<file path="src/rtl/tlul_pkg.sv">
// TL-UL type and constant package shared by the host bridge and its tracker.
//   tl_h2d_t : host-to-device A-channel fields plus d_ready
//   tl_d2h_t : device-to-host D-channel fields plus a_ready
//   Opcode enums for both channels, bus width constants.
package tlul_pkg;

    localparam int TL_AW  = 32;  // address width
    localparam int TL_DW  = 32;  // data width
    localparam int TL_DBW = 4;   // mask width (bytes per beat)
    localparam int TL_AIW = 8;   // a_source / d_source width
    localparam int TL_SZW = 2;   // size field width
    localparam int TL_UW  = 8;   // user field width

    typedef enum logic [2:0] {
        PutFullData    = 3'h0,
        PutPartialData = 3'h1,
        Get            = 3'h4
    } tl_a_op_e;

    typedef enum logic [2:0] {
        AccessAck     = 3'h0,
        AccessAckData = 3'h1
    } tl_d_op_e;

    typedef struct packed {
        logic              a_valid;
        tl_a_op_e          a_opcode;
        logic [2:0]        a_param;
        logic [TL_SZW-1:0] a_size;
        logic [TL_AIW-1:0] a_source;
        logic [TL_AW-1:0]  a_address;
        logic [TL_DBW-1:0] a_mask;
        logic [TL_DW-1:0]  a_data;
        logic [TL_UW-1:0]  a_user;
        logic              d_ready;
    } tl_h2d_t;

    typedef struct packed {
        logic              d_valid;
        tl_d_op_e          d_opcode;
        logic [2:0]        d_param;
        logic [TL_SZW-1:0] d_size;
        logic [TL_AIW-1:0] d_source;
        logic              d_sink;
        logic [TL_DW-1:0]  d_data;
        logic [TL_UW-1:0]  d_user;
        logic              d_error;
        logic              a_ready;
    } tl_d2h_t;

endpackage

</file>
<file path="src/rtl/tlul_host_tracker.sv">
// In-flight transaction tracker: synchronous FIFO of {source, we} entries.
// Ports:
//   clk_i, rst_ni            clock, asynchronous active-low reset
//   push_i, push_src_i/we_i  enqueue an entry
//   pop_i                    dequeue the head (ignored when empty)
//   head_src_o, head_we_o    current head entry
//   full_o, empty_o, count_o occupancy status
// A push while full is accepted when a pop happens in the same cycle.
module tlul_host_tracker #(
    parameter int Depth   = 2,
    parameter int SourceW = 3,
    parameter int CntW    = $clog2(Depth + 1)
) (
    input  logic               clk_i,
    input  logic               rst_ni,
    input  logic               push_i,
    input  logic [SourceW-1:0] push_src_i,
    input  logic               push_we_i,
    input  logic               pop_i,
    output logic [SourceW-1:0] head_src_o,
    output logic               head_we_o,
    output logic               full_o,
    output logic               empty_o,
    output logic [CntW-1:0]    count_o
);

    localparam int              PtrW    = (Depth > 1) ? $clog2(Depth) : 1;
    localparam logic [PtrW-1:0] LastPtr = PtrW'(Depth - 1);

    logic [SourceW:0] mem_q [Depth];
    logic [PtrW-1:0]  wptr_q, wptr_d, rptr_q, rptr_d;
    logic [CntW-1:0]  cnt_q, cnt_d;
    logic             do_push, do_pop;

    // Depth is a power of two but may be 1, so wrap explicitly.
    function automatic logic [PtrW-1:0] ptr_inc(input logic [PtrW-1:0] p);
        return (p == LastPtr) ? '0 : p + PtrW'(1);
    endfunction

    assign empty_o = (cnt_q == '0);
    assign full_o  = (cnt_q == CntW'(Depth));
    assign count_o = cnt_q;
    assign do_pop  = pop_i & ~empty_o;
    assign do_push = push_i & (~full_o | do_pop);

    assign {head_src_o, head_we_o} = mem_q[rptr_q];

    always_comb begin
        wptr_d = do_push ? ptr_inc(wptr_q) : wptr_q;
        rptr_d = do_pop  ? ptr_inc(rptr_q) : rptr_q;
        cnt_d  = cnt_q;
        if (do_push && !do_pop) begin
            cnt_d = cnt_q + CntW'(1);
        end else if (!do_push && do_pop) begin
            cnt_d = cnt_q - CntW'(1);
        end
    end

    always_ff @(posedge clk_i or negedge rst_ni) begin
        if (!rst_ni) begin
            wptr_q <= '0;
            rptr_q <= '0;
            cnt_q  <= '0;
        end else begin
            wptr_q <= wptr_d;
            rptr_q <= rptr_d;
            cnt_q  <= cnt_d;
        end
    end

    // Storage needs no reset: entries are only read while count is non-zero.
    always_ff @(posedge clk_i) begin
        if (do_push) begin
            mem_q[wptr_q] <= {push_src_i, push_we_i};
        end
    end

endmodule

</file>
<file path="src/rtl/tlul_host_bridge.sv">
// Initiator-side TL-UL bridge: req/gnt/rvalid memory port to TL-UL host port.
// Ports:
//   clk_i, rst_ni                 clock, asynchronous active-low reset
//   req_i, gnt_o                  request handshake (grant is combinational)
//   we_i, addr_i, wdata_i, be_i   request fields, held stable until gnt_o
//   rvalid_o, rdata_o, err_o      registered response, one-cycle pulse
//   tl_o                          A channel plus d_ready
//   tl_i                          D channel plus a_ready
// Every response is checked against the tracker head (source and opcode);
// responses with nothing outstanding are reported as errors.
module tlul_host_bridge
    import tlul_pkg::*;
#(
    parameter int MaxOutstanding = 2,
    parameter int SourceW        = 3
) (
    input  logic        clk_i,
    input  logic        rst_ni,
    input  logic        req_i,
    output logic        gnt_o,
    input  logic        we_i,
    input  logic [31:0] addr_i,
    input  logic [31:0] wdata_i,
    input  logic [3:0]  be_i,
    output logic        rvalid_o,
    output logic [31:0] rdata_o,
    output logic        err_o,
    output tl_h2d_t     tl_o,
    input  tl_d2h_t     tl_i
);

    localparam int CntW = $clog2(MaxOutstanding + 1);

    logic               init_q;
    logic [SourceW-1:0] src_q, src_d;
    logic               rvalid_q, rvalid_d;
    logic [31:0]        rdata_q, rdata_d;
    logic               err_q, err_d;

    logic               a_valid, full, d_beat, mismatch;
    logic [SourceW-1:0] trk_head_src;
    logic               trk_head_we, trk_full, trk_empty;
    logic [CntW-1:0]    trk_cnt;

    tlul_host_tracker #(
        .Depth   (MaxOutstanding),
        .SourceW (SourceW)
    ) u_tracker (
        .clk_i      (clk_i),
        .rst_ni     (rst_ni),
        .push_i     (gnt_o),
        .push_src_i (src_q),
        .push_we_i  (we_i),
        .pop_i      (d_beat),
        .head_src_o (trk_head_src),
        .head_we_o  (trk_head_we),
        .full_o     (trk_full),
        .empty_o    (trk_empty),
        .count_o    (trk_cnt)
    );

    assign full    = (trk_cnt == CntW'(MaxOutstanding));
    assign a_valid = req_i & init_q & ~full;
    assign gnt_o   = a_valid & tl_i.a_ready;
    assign d_beat  = tl_i.d_valid & init_q;

    always_comb begin
        tl_o           = '0;
        tl_o.a_valid   = a_valid;
        tl_o.a_size    = TL_SZW'(2);
        tl_o.a_source  = TL_AIW'(src_q);
        tl_o.a_address = {addr_i[31:2], 2'b00};
        tl_o.d_ready   = init_q;
        if (!we_i) begin
            tl_o.a_opcode = Get;
            tl_o.a_mask   = 4'hF;
        end else begin
            tl_o.a_opcode = (be_i == 4'hF) ? PutFullData : PutPartialData;
            tl_o.a_mask   = be_i;
            tl_o.a_data   = wdata_i;
        end
    end

    // Source IDs cycle over 0..MaxOutstanding-1 in grant order.
    always_comb begin
        src_d = src_q;
        if (gnt_o) begin
            src_d = (src_q == SourceW'(MaxOutstanding - 1)) ? '0 : src_q + SourceW'(1);
        end
    end

    always_comb begin
        mismatch = (tl_i.d_source != TL_AIW'(trk_head_src)) |
                   (trk_head_we ? (tl_i.d_opcode != AccessAck)
                                : (tl_i.d_opcode != AccessAckData));
        rvalid_d = d_beat;
        err_d    = d_beat & (trk_empty | tl_i.d_error | mismatch);
        rdata_d  = '0;
        if (d_beat && !err_d && !trk_head_we) begin
            rdata_d = tl_i.d_data;
        end
    end

    always_ff @(posedge clk_i or negedge rst_ni) begin
        if (!rst_ni) begin
            init_q   <= 1'b0;
            src_q    <= '0;
            rvalid_q <= 1'b0;
            rdata_q  <= '0;
            err_q    <= 1'b0;
        end else begin
            init_q   <= 1'b1;
            src_q    <= src_d;
            rvalid_q <= rvalid_d;
            rdata_q  <= rdata_d;
            err_q    <= err_d;
        end
    end

    assign rvalid_o = rvalid_q;
    assign rdata_o  = rdata_q;
    assign err_o    = err_q;

    // Fields the bridge deliberately ignores.
    logic unused_sigs;
    assign unused_sigs = ^{addr_i[1:0], trk_full, tl_i.d_param, tl_i.d_size,
                           tl_i.d_sink, tl_i.d_user};

endmodule

</file>
<file path="config.mk">
export PLATFORM = sky130hd
export DESIGN_NAME = tlul_host_bridge
export DESIGN_NICKNAME = d
export VERILOG_FILES = /design/src/rtl/tlul_pkg.sv /design/src/rtl/tlul_host_tracker.sv /design/src/rtl/tlul_host_bridge.sv
export SDC_FILE = /design/constraint.sdc
export NUM_CORES = 1
export LEC_CHECK = 0
export CORE_ASPECT_RATIO = 0.9
export CORE_MARGIN = 10
export CORE_UTILIZATION = 45
export CTS_BUF_LIST = sky130_fd_sc_hd__clkbuf_4
export DETAILED_ROUTE_END_ITERATION = 12
export DONT_BUFFER_PORTS = 1
export PLACE_DENSITY = 0.58
export SETUP_SLACK_MARGIN = 0.15
export SLEW_MARGIN = 5
export SYNTH_ARGS = -nofsm -noshare
export SYNTH_HDL_FRONTEND = slang
export SYNTH_HIERARCHICAL = 1
export SYNTH_SLANG_ARGS = --single-unit
</file>
<file path="constraint.sdc">
create_clock -name clk_i -period 1.6 [get_ports clk_i]
set_input_delay 0.24 -clock clk_i [delete_from_list [all_inputs] [get_ports clk_i]]
set_output_delay 0.24 -clock clk_i [all_outputs]
set_load 0.02 [all_outputs]
</file>
### Word level (Yosys, flattened, before mapping)

Memories as Yosys holds them, arrays and structs flattened.
Index checks and enable logic that the tools add are counted.

* memories kept: 1
* register bits after elaboration: 42
* logic and storage cells: 56
* output and inout port bits: 129
* memory bits (writable): 8
* input port bits: 132

Memories
* u_tracker.mem_q: depth 2, bits a word 4, read ports 1, clocked after memory_dff 0, wr ports 1, line tlul_host_tracker.sv:30 `logic [SourceW:0] mem_q [Depth];`

* equal/unequal tests: 5
* multiplexer cells: 13
* bitwise gates (word level): 13
* add/sub/neg operators: 5
* reduce and logical (&&, ||, !) cells: 11

Operators with widths (number)
* two-way mux 32 bit: 2
* inequality test 8 x 3 -> 1 bit: 1
* AND 1 bit: 7
* two-way mux 1 bit: 6
* two-way mux 3 bit: 2
* == test 4 bit, second input constant: 1
* logical AND 1 bit: 4
* zero test 1 bit: 4
* two-way mux 2 bit: 2
* two-way mux 4 bit: 1
* OR 1 bit: 4
* adder 3 x 1 -> 3 bit, second input constant: 1
* == test 3 x 1 -> 1 bit, second input constant: 1
* inequality test 3 x 1 -> 1 bit, second input constant: 1
* nonzero test 3 bit: 1
* adder 1 bit, second input constant: 2
* adder 2 x 1 -> 2 bit, second input constant: 1
* == test 2 bit, second input constant: 1
* zero test 2 bit: 1
* inverter 1 bit: 2
* nonzero test 2 bit: 1
* subtractor 2 x 1 -> 2 bit, second input constant: 1

### Logic depth before layout (Yosys ltp)

Gate-level depths: netlist (run 1).

* depth after elaboration: 9
* mapped depth: 9
* mapped depth without buffers: 8

### Modules after synthesis

The synthesis (run 1) kept the hierarchy.

By module, submodules not included
* tlul_host_bridge: cells each 235, area an instance 2427.3 um^2, sequential area each 950.9 um^2, instances 1
* tlul_host_tracker: cells each 32, area an instance 503.0 um^2, sequential area each 340.3 um^2, instances 1

### Least setup slack after synthesis (run 1)

OpenSTA, ideal clock, no wires.

* kind: reg-to-reg
* start: register u_tracker.cnt_q[1] (netlist: u_tracker/count_o[1])
* end: register u_tracker.cnt_q[1] (netlist: u_tracker/count_o[1])
* cell stages (with the launch flop): 9
* period minus slack after synthesis: 2121 ps
* path buffers: 0
* required time: 1472 ps
* arrival: 1993 ps
* setup time: 128 ps
* slack: -521 ps
* path through: dfrtp_1 nor2b_1 nor3_1 o21ai_2 inv_2 ha_1 xor2_1 nor2_1 xor2_1

* word-level cells in the longest chain between the ends: 8
* elaborated cells on any way between the ends: 18
* classes of those cells: add/sub: 2; eq/ne: 1; mux: 2; bitwise: 7; reduce/logical: 6

RTL lines
* from (decl): line tlul_host_tracker.sv:32 `logic [CntW-1:0] cnt_q, cnt_d;`
* from (signal assigned): line tlul_host_tracker.sv:67 `cnt_q <= cnt_d;`
* == test 2 bit *: line tlul_host_bridge.sv:62 `assign full = (trk_cnt == CntW'(MaxOutstanding));`
* inverter 1 bit *: line tlul_host_bridge.sv:63 `assign a_valid = req_i & init_q & ~full;`
* AND 1 bit *: line tlul_host_bridge.sv:63
* AND 1 bit *: line tlul_host_bridge.sv:64 `assign gnt_o = a_valid & tl_i.a_ready;`
* named net gnt_o: line tlul_host_bridge.sv:20 `output logic gnt_o,`
* AND 1 bit *: line tlul_host_tracker.sv:44 `assign do_push = push_i & (~full_o | do_pop);`
* zero test 1 bit: line tlul_host_tracker.sv:54 `end else if (!do_push && do_pop) begin`
* logical AND 1 bit: line tlul_host_tracker.sv:54
* nonzero test 2 bit (no source line)

The timed path passes the listed nets; every way through them passes the cells marked *. The select of a mux whose other input is x is not followed.
A chain may end at the register's enable or synchronous reset.

### Worst setup path after layout (run 1)

* start: register u_tracker.rptr_q
* end: register err_q (netlist: err_o)

* word-level cells in the longest chain between the ends: 5
* elaborated cells on any way between the ends: 6
* classes of those cells: eq/ne: 1; mux: 1; bitwise: 3; memory: 1

RTL lines
* from (decl): line tlul_host_tracker.sv:31 `logic [PtrW-1:0] wptr_q, wptr_d, rptr_q, rptr_d;`
* from (signal assigned): line tlul_host_tracker.sv:66 `rptr_q <= rptr_d;`
* memory (2 x 4 bit)
* named net trk_head_src[1]: line tlul_host_bridge.sv:41 `logic [SourceW-1:0] trk_head_src;`
* inequality test 8 x 3 -> 1 bit: line tlul_host_bridge.sv:93 `mismatch = (tl_i.d_source != TL_AIW'(trk_head_src)) |`
* OR 1 bit: line tlul_host_bridge.sv:93
* OR 1 bit: line tlul_host_bridge.sv:97 `err_d = d_beat & (trk_empty | tl_i.d_error | mismatch);`
* AND 1 bit: line tlul_host_bridge.sv:97
* named net err_d: line tlul_host_bridge.sv:38 `logic err_q, err_d;`
* to (signal assigned): line tlul_host_bridge.sv:116 `err_q <= err_d;`
* to (decl): line tlul_host_bridge.sv:38

The timed path passes the listed nets, and every way through them passes these cells.

==> reports/results.txt, run 1 <==
CTS tree: done
Clk_lat worst skew: 0.36 ns
DP HPWL: 6814 µm
Syn Area/Cell: 11.00 µm²
R2R Path Start: u_tracker/rptr_q$_DFFE_PN0N_
TritonCTS Buffers: 5
Max-cap violations: 0
N_diodes: 0
Initial core utilization: 47.08%
Root Driver: clkbuf_4
DRT Pass-1 Iters: 4
Final setup fails: 0
Top Usage Layer GRT: met2
H-tree depth: 2
DRC: 0
Clk slew on worst S/H paths: 0.15 ns
DIE HEIGHT: 96.51 µm
Tot GR Track Use: 15.37%
Die Area: 10130 µm²
FILL cells: 571
Status: finished, final reports clean
CP Launch Point: u_tracker/rptr_q$_DFFE_PN0N_
Port buffer count: 0
Hold slack: 0.02802 ns
Worst-Margin Slew: 0.5085 ns
M1 GR Usage: 14.62%
IO Count: 261
Setup Crit Path Kind: flip-flop to flip-flop
Final-stage net count: 404
Synth Warn #: 6
Vias in the first global route: 1993
Multi-input gate area: 1316 µm²
Final Max Tran Viols: 0
CTS Sinks: 50
Netlist Area Pre-Place: 2927 µm²
Final ANT Viol Nets: 0
Worst Path Max Fanout: 18
Core Util, Final: 52.66%
M2 GR Usage: 28.18%
Layout cell share with drive strength beyond 1: 32.35%
Worst Setup Start Kind: flip-flop
Pwr Density: 997.9 nW/µm²
Row count: 27
Worst Hold Launch: tl_i[15]
Hold Path Depth: 2
DR WL/cell: 23.72 µm
Core ar.: 6216 µm²
Hold Fails Final Rpt: 0
Pleak: 1.316 nW
Routability Congestion: 0.7510
DR iter-0 viols: 21
WP data required: 1.86 ns
Post-Synthesis Cells: 266
Via count: 1783
Initial antenna violation count: 0
RSZ-0062 raised after global routing: true
Slew Limit Headroom: 65.84%
First-pass GRT wire length: 12260 µm
Final period utilization: 99.67%
FF/Latch Area: 1294 µm²
Die W: 105.0 µm
Critical Path End Type: flip-flop
Worst EP arrival: 1.85 ns
Largest net degree at the start of global routing: 43
Worst VDD drop: 0.0006077 V
Worst min-delay path class: input port to flip-flop
Area growth syn-to-layout: 11.84%
Max clock buf depth: 2
Worst Clk Skew: 0.01414 ns
Detailed Route WL: 8515 µm
Post-route minimum period: 1.595 ns
Met3 usage: 8.934%
Gr ovfl total: 0
Vias per cell: 4.967
Reg2Reg Depth: 5
Fmax: 627.1 MHz
==> layout by cell type, fill, tap and decap left out, types with 2 or more instances in the layout <==
cell type	count
xnor2_1	2
nor3_2	30
xor2_1	2
dlygate4sd3_1	26
edfxtp_1	8
conb_1	22
nand2b_1	4
inv_2	2
nor2_1	2
xnor2_2	5
xor2_2	2
dfrtp_2	2
nor2_2	3
nor3_1	3
nand3b_1	32
buf_6	5
clkbuf_4	5
buf_4	13
buf_12	2
mux2_4	4
dfrtp_1	40
and2_1	32
inv_1	4
==> cell type report <==
cell class              count  area share [%]
clock buffers               5           1.147
clock inverters             3          0.4969
well taps                  87           3.326
flip-flops and latches     50           39.53
inverters                   5          0.5734
repair buffers             47           14.72
multi-input cells         162           40.21
==> critical path, cell delays in order (launching register included) <==
cell     delay, ns
dfrtp_2       0.49
mux2_4        0.33
xnor2_2       0.16
nand3_2       0.14
buf_12        0.19
o21a_1        0.18
==> sequential cells by signal, indices dropped and copies added (netlist names) <==
register / flops
src_q: 3
u_tracker/count_o: 2
err_o: 1
u_tracker/rptr_q: 1
rvalid_o: 1
init_q: 1
u_tracker/wptr_q: 1
u_tracker/mem_q: 8
rdata_o: 32
==> timing repair <==
item,CTS,global route
gates resized for setup,7,9
pin swaps,4,3
endpoints found under the hold margin,66,2
hold buffers,25,2
setup buffers,3,1
endpoints found under the setup margin,41,45
cloned,0,0
==> per-stage QoR <==
| step | area (µm²) | power [mW] | instances | setup WS [ns] | TNS [ns] |
|---|---|---|---|---|---|
| after detailed placement | 2840 | 2.556 | 320 | 0.01841 | 0 |
| final | 3273 | 3.266 | 359 | 0.005291 | 0 |
| after floorplan | 3109 | 2.495 | 286 | -0.06117 | -0.06117 |
| after global placement | 2840 | 2.542 | 320 | 0.03243 | 0 |
| after global routing | 3273 | 3.457 | 359 | -0.06410 | -0.8577 |
| after CTS | 3206 | 3.248 | 356 | -0.003535 | -0.003535 |
==> layer usage <==
metal,share of wire [%],wire (µm),vias to the layer above
met5,0,0,-
met4,0.83,71,0
met3,12,1062,5
met2,54,4592,123
met1,33,2789,845
li1,-,-,810
==> power breakdown <==
part           switching [mW]  internal, mW
Combinational           0.648         0.584
Clock                   0.393         0.167
Sequential             0.0823          1.39
Total                    1.12          2.14
==> path summary, 6_finish.rpt <==
path	end	slack (ns)
max	err_o$_DFF_PN0_	0.005
min	rdata_o[5]$_DFF_PN0_	0.03
max reg2reg	err_o$_DFF_PN0_	0.005
min reg2reg	src_q[0]$_DFFE_PN0P_	0.58
max in group asynchronous	u_tracker/count_o[0]$_DFFE_PN0P_	0.99
min in group asynchronous	rdata_o[13]$_DFF_PN0_	0.38
No activity file was read; power rests on OpenSTA's default activity.
==> inputs of run 2 (changes only) <==
--- a/config.mk
+++ b/config.mk
@@ -5,13 +5,13 @@
 export SDC_FILE = /design/constraint.sdc
 export NUM_CORES = 1
 export LEC_CHECK = 0
-export CORE_ASPECT_RATIO = 0.9
-export CORE_MARGIN = 10
-export CORE_UTILIZATION = 45
+export CORE_AREA = 10 10 94 96
 export CTS_BUF_LIST = sky130_fd_sc_hd__clkbuf_4
+export CTS_CLUSTER_SIZE = 14
 export DETAILED_ROUTE_END_ITERATION = 12
+export DIE_AREA = 0 0 104 106
 export DONT_BUFFER_PORTS = 1
-export PLACE_DENSITY = 0.58
+export PLACE_DENSITY = 0.55
 export SETUP_SLACK_MARGIN = 0.15
 export SLEW_MARGIN = 5
 export SYNTH_ARGS = -nofsm -noshare
==> reports/results.txt, run 2 (synthesized netlist as in run 1, its figures left out) <==
Most frequent cells in the layout: 40 x dfrtp_1, 33 x and2_1, 32 x nand3b_1
Commonest non-fill, non-tap cell in the layout: dfrtp_1
TritonCTS Buffers: 5 (unchanged)
Worst min-delay path class: input port to flip-flop
Detailed Route WL: 7935 µm (-6.8%)
Initial core utilization: 41.46% (-5.6 points)
Clk slew on worst S/H paths: 0.14 ns (about the same)
N_diodes: 0 (unchanged)
Worst EP arrival: 1.89 ns (+0.04 ns)
DRC: 0 (unchanged)
H-tree depth: 2 (unchanged)
Via count: 1822 (+2.2%)
Clk_lat worst skew: 0.36 ns (about the same)
Max-cap violations: 0 (unchanged)
Hold slack: 0.02830 ns (+0.0002739 ns)
PnR worst setup slack: -0.009116 ns (-0.01441 ns)
Pleak: 1.567 nW (+19%)
Final-stage net count: 409 (+1.2%)
Core Util, Final: 49.49% (-3.2 points)
Max clock buf depth: 2 (unchanged)
Worst Hold Launch: tl_i[31]
Worst Clk Skew: 0.01203 ns (-0.002110 ns)
CTS tree: done
Area growth syn-to-layout: 19.37%
CP Launch Point: u_tracker/rptr_q$_DFFE_PN0N_
First-pass GRT wire length: 11830 µm (-3.5%)
Vias in the first global route: 2062 (+3.5%)
DIE HEIGHT: 106 µm (+9.8%)
Largest register FFs: 32 (unchanged)
Worst VDD drop: 0.0006014 V (-1.0%)
Fmax: 621.5 MHz (-0.90%)
Die W: 104 µm (-0.96%)
Root Driver: clkbuf_4
Final Instance Count excl. Fillers: 376 (+4.7%)
Routability Congestion: 0.6938 (-7.6%)
Die Area: 11020 µm² (+8.8%)
Worst Path Max Fanout: 6 (-12)
RSZ-0062 raised after global routing: true
Layout cell share with drive strength beyond 1: 34.66% (+2.3 points)
Dpl cells: 333 (+4.1%)
DRT Pass-1 Iters: 3 (-1)
Port buffer count: 0 (unchanged)
Setup Crit Path Kind: flip-flop to flip-flop
Critical Path End Type: flip-flop
Final ANT Viol Nets: 0 (unchanged)
Total power: 3.319 mW (+1.6%)
Post-place setup slack: 0.003368 ns (-0.01505 ns)
Post-route minimum period: 1.609 ns (+0.01441 ns)
CTS Sinks: 50 (unchanged)
WP data required: 1.89 ns (+0.03 ns)
Tot GR Track Use: 13.23% (-2.1 points)
Final Max Tran Viols: 0 (unchanged)
DR iter-0 viols: 96 (+360%)
Gr ovfl total: 0 (unchanged)
Core ar.: 7059 µm² (+14%)
Initial antenna violation count: 0 (unchanged)
Pwr Density: 950.0 nW/µm² (-4.8%)
Vias per cell: 4.846 (-2.4%)
IO Count: 261 (unchanged)
DR WL/cell: 21.10 µm (-11%)
Final setup fails: 11 (+11)
Hold Fails Final Rpt: 0 (unchanged)
Final period utilization: 100.6% (+0.90 points)
FILL cells: 618 (+8.2%)
R2R Path Start: u_tracker/rptr_q$_DFFE_PN0N_
DP HPWL: 5749 µm (-16%)
Failing checks: negative setup slack
Row count: 31 (+15%)
Largest net degree at the start of global routing: 43 (unchanged)
Status: complete, but fails checks
Worst Setup Start Kind: flip-flop
==> run 2: cell count changes in the layout (fill, tap and decap cells not counted), sizes merged <==
cell and delta:
clkbuf +1, bufbuf +1, buf +8, dlygate4sd3 -5
==> run 2: area by class of cell <==
class | count | area [µm²] | share of cell area [%]
clock inverter | 3 | 11.26 | 0.3223
clock buffer | 5 | 37.54 | 1.074
multi-input combinational | 162 | 1398 | 40.01
tap | 99 | 123.9 | 3.546
inverter | 5 | 18.77 | 0.5372
sequential | 50 | 1294 | 37.03
timing repair buffer | 52 | 610.6 | 17.48
==> run 2: power breakdown <==
part	internal (mW)	switching (mW)	total [mW]
Combinational	0.605	0.698	1.30
Sequential	1.39	0.0889	1.48
Clock	0.159	0.375	0.534
Total	2.16	1.16	3.32
==> run 2: worst paths after layout <==
path | slack [ns] | cells past startpoint | end
min | 0.03 | 2 | rdata_o[21]$_DFF_PN0_
max | -0.009 | 6 | rdata_o[25]$_DFF_PN0_
min in group asynchronous | 0.32 | 2 | rdata_o[1]$_DFF_PN0_
max in group asynchronous | 1.06 | 2 | u_tracker/count_o[0]$_DFFE_PN0P_
min reg2reg | 0.57 | 2 | src_q[0]$_DFFE_PN0P_
max reg2reg | -0.009 | 6 | rdata_o[25]$_DFF_PN0_
==> run 2: per-stage QoR <==
step	setup TNS [ns]	area, µm²
after floorplan	-0.06117	3109
after detailed placement	0	2863
after global routing	-1.535	3493
final	-0.04938	3493
after global placement	0	2863
after CTS	-0.02039	3347
==> run 2: what timing repair did <==
item	CTS	global route
hold endpoints to repair	61	2
buffers inserted	7	2
hold buffers	20	2
pin swaps	7	5
cloned	3	1
endpoints found under the setup margin	36	45
resized for setup	20	16
==> run 2: critical path, stage by stage (launching register included) <==
cell	delay (ns)
dfrtp_2	0.49
mux2_4	0.33
xor2_2	0.17
nand4_4	0.11
buf_12	0.18
buf_12	0.14
nor3_4	0.10
==> run 2: routing by layer <==
metal | share of wire, % | wire [µm] | track usage [%]
met1 | 37 | 2897 | 14.13
met2 | 52 | 4145 | 22.51
met3 | 9.0 | 712 | 5.978
met4 | 2.3 | 180 | 5.268
met5 | 0 | 0 | 0
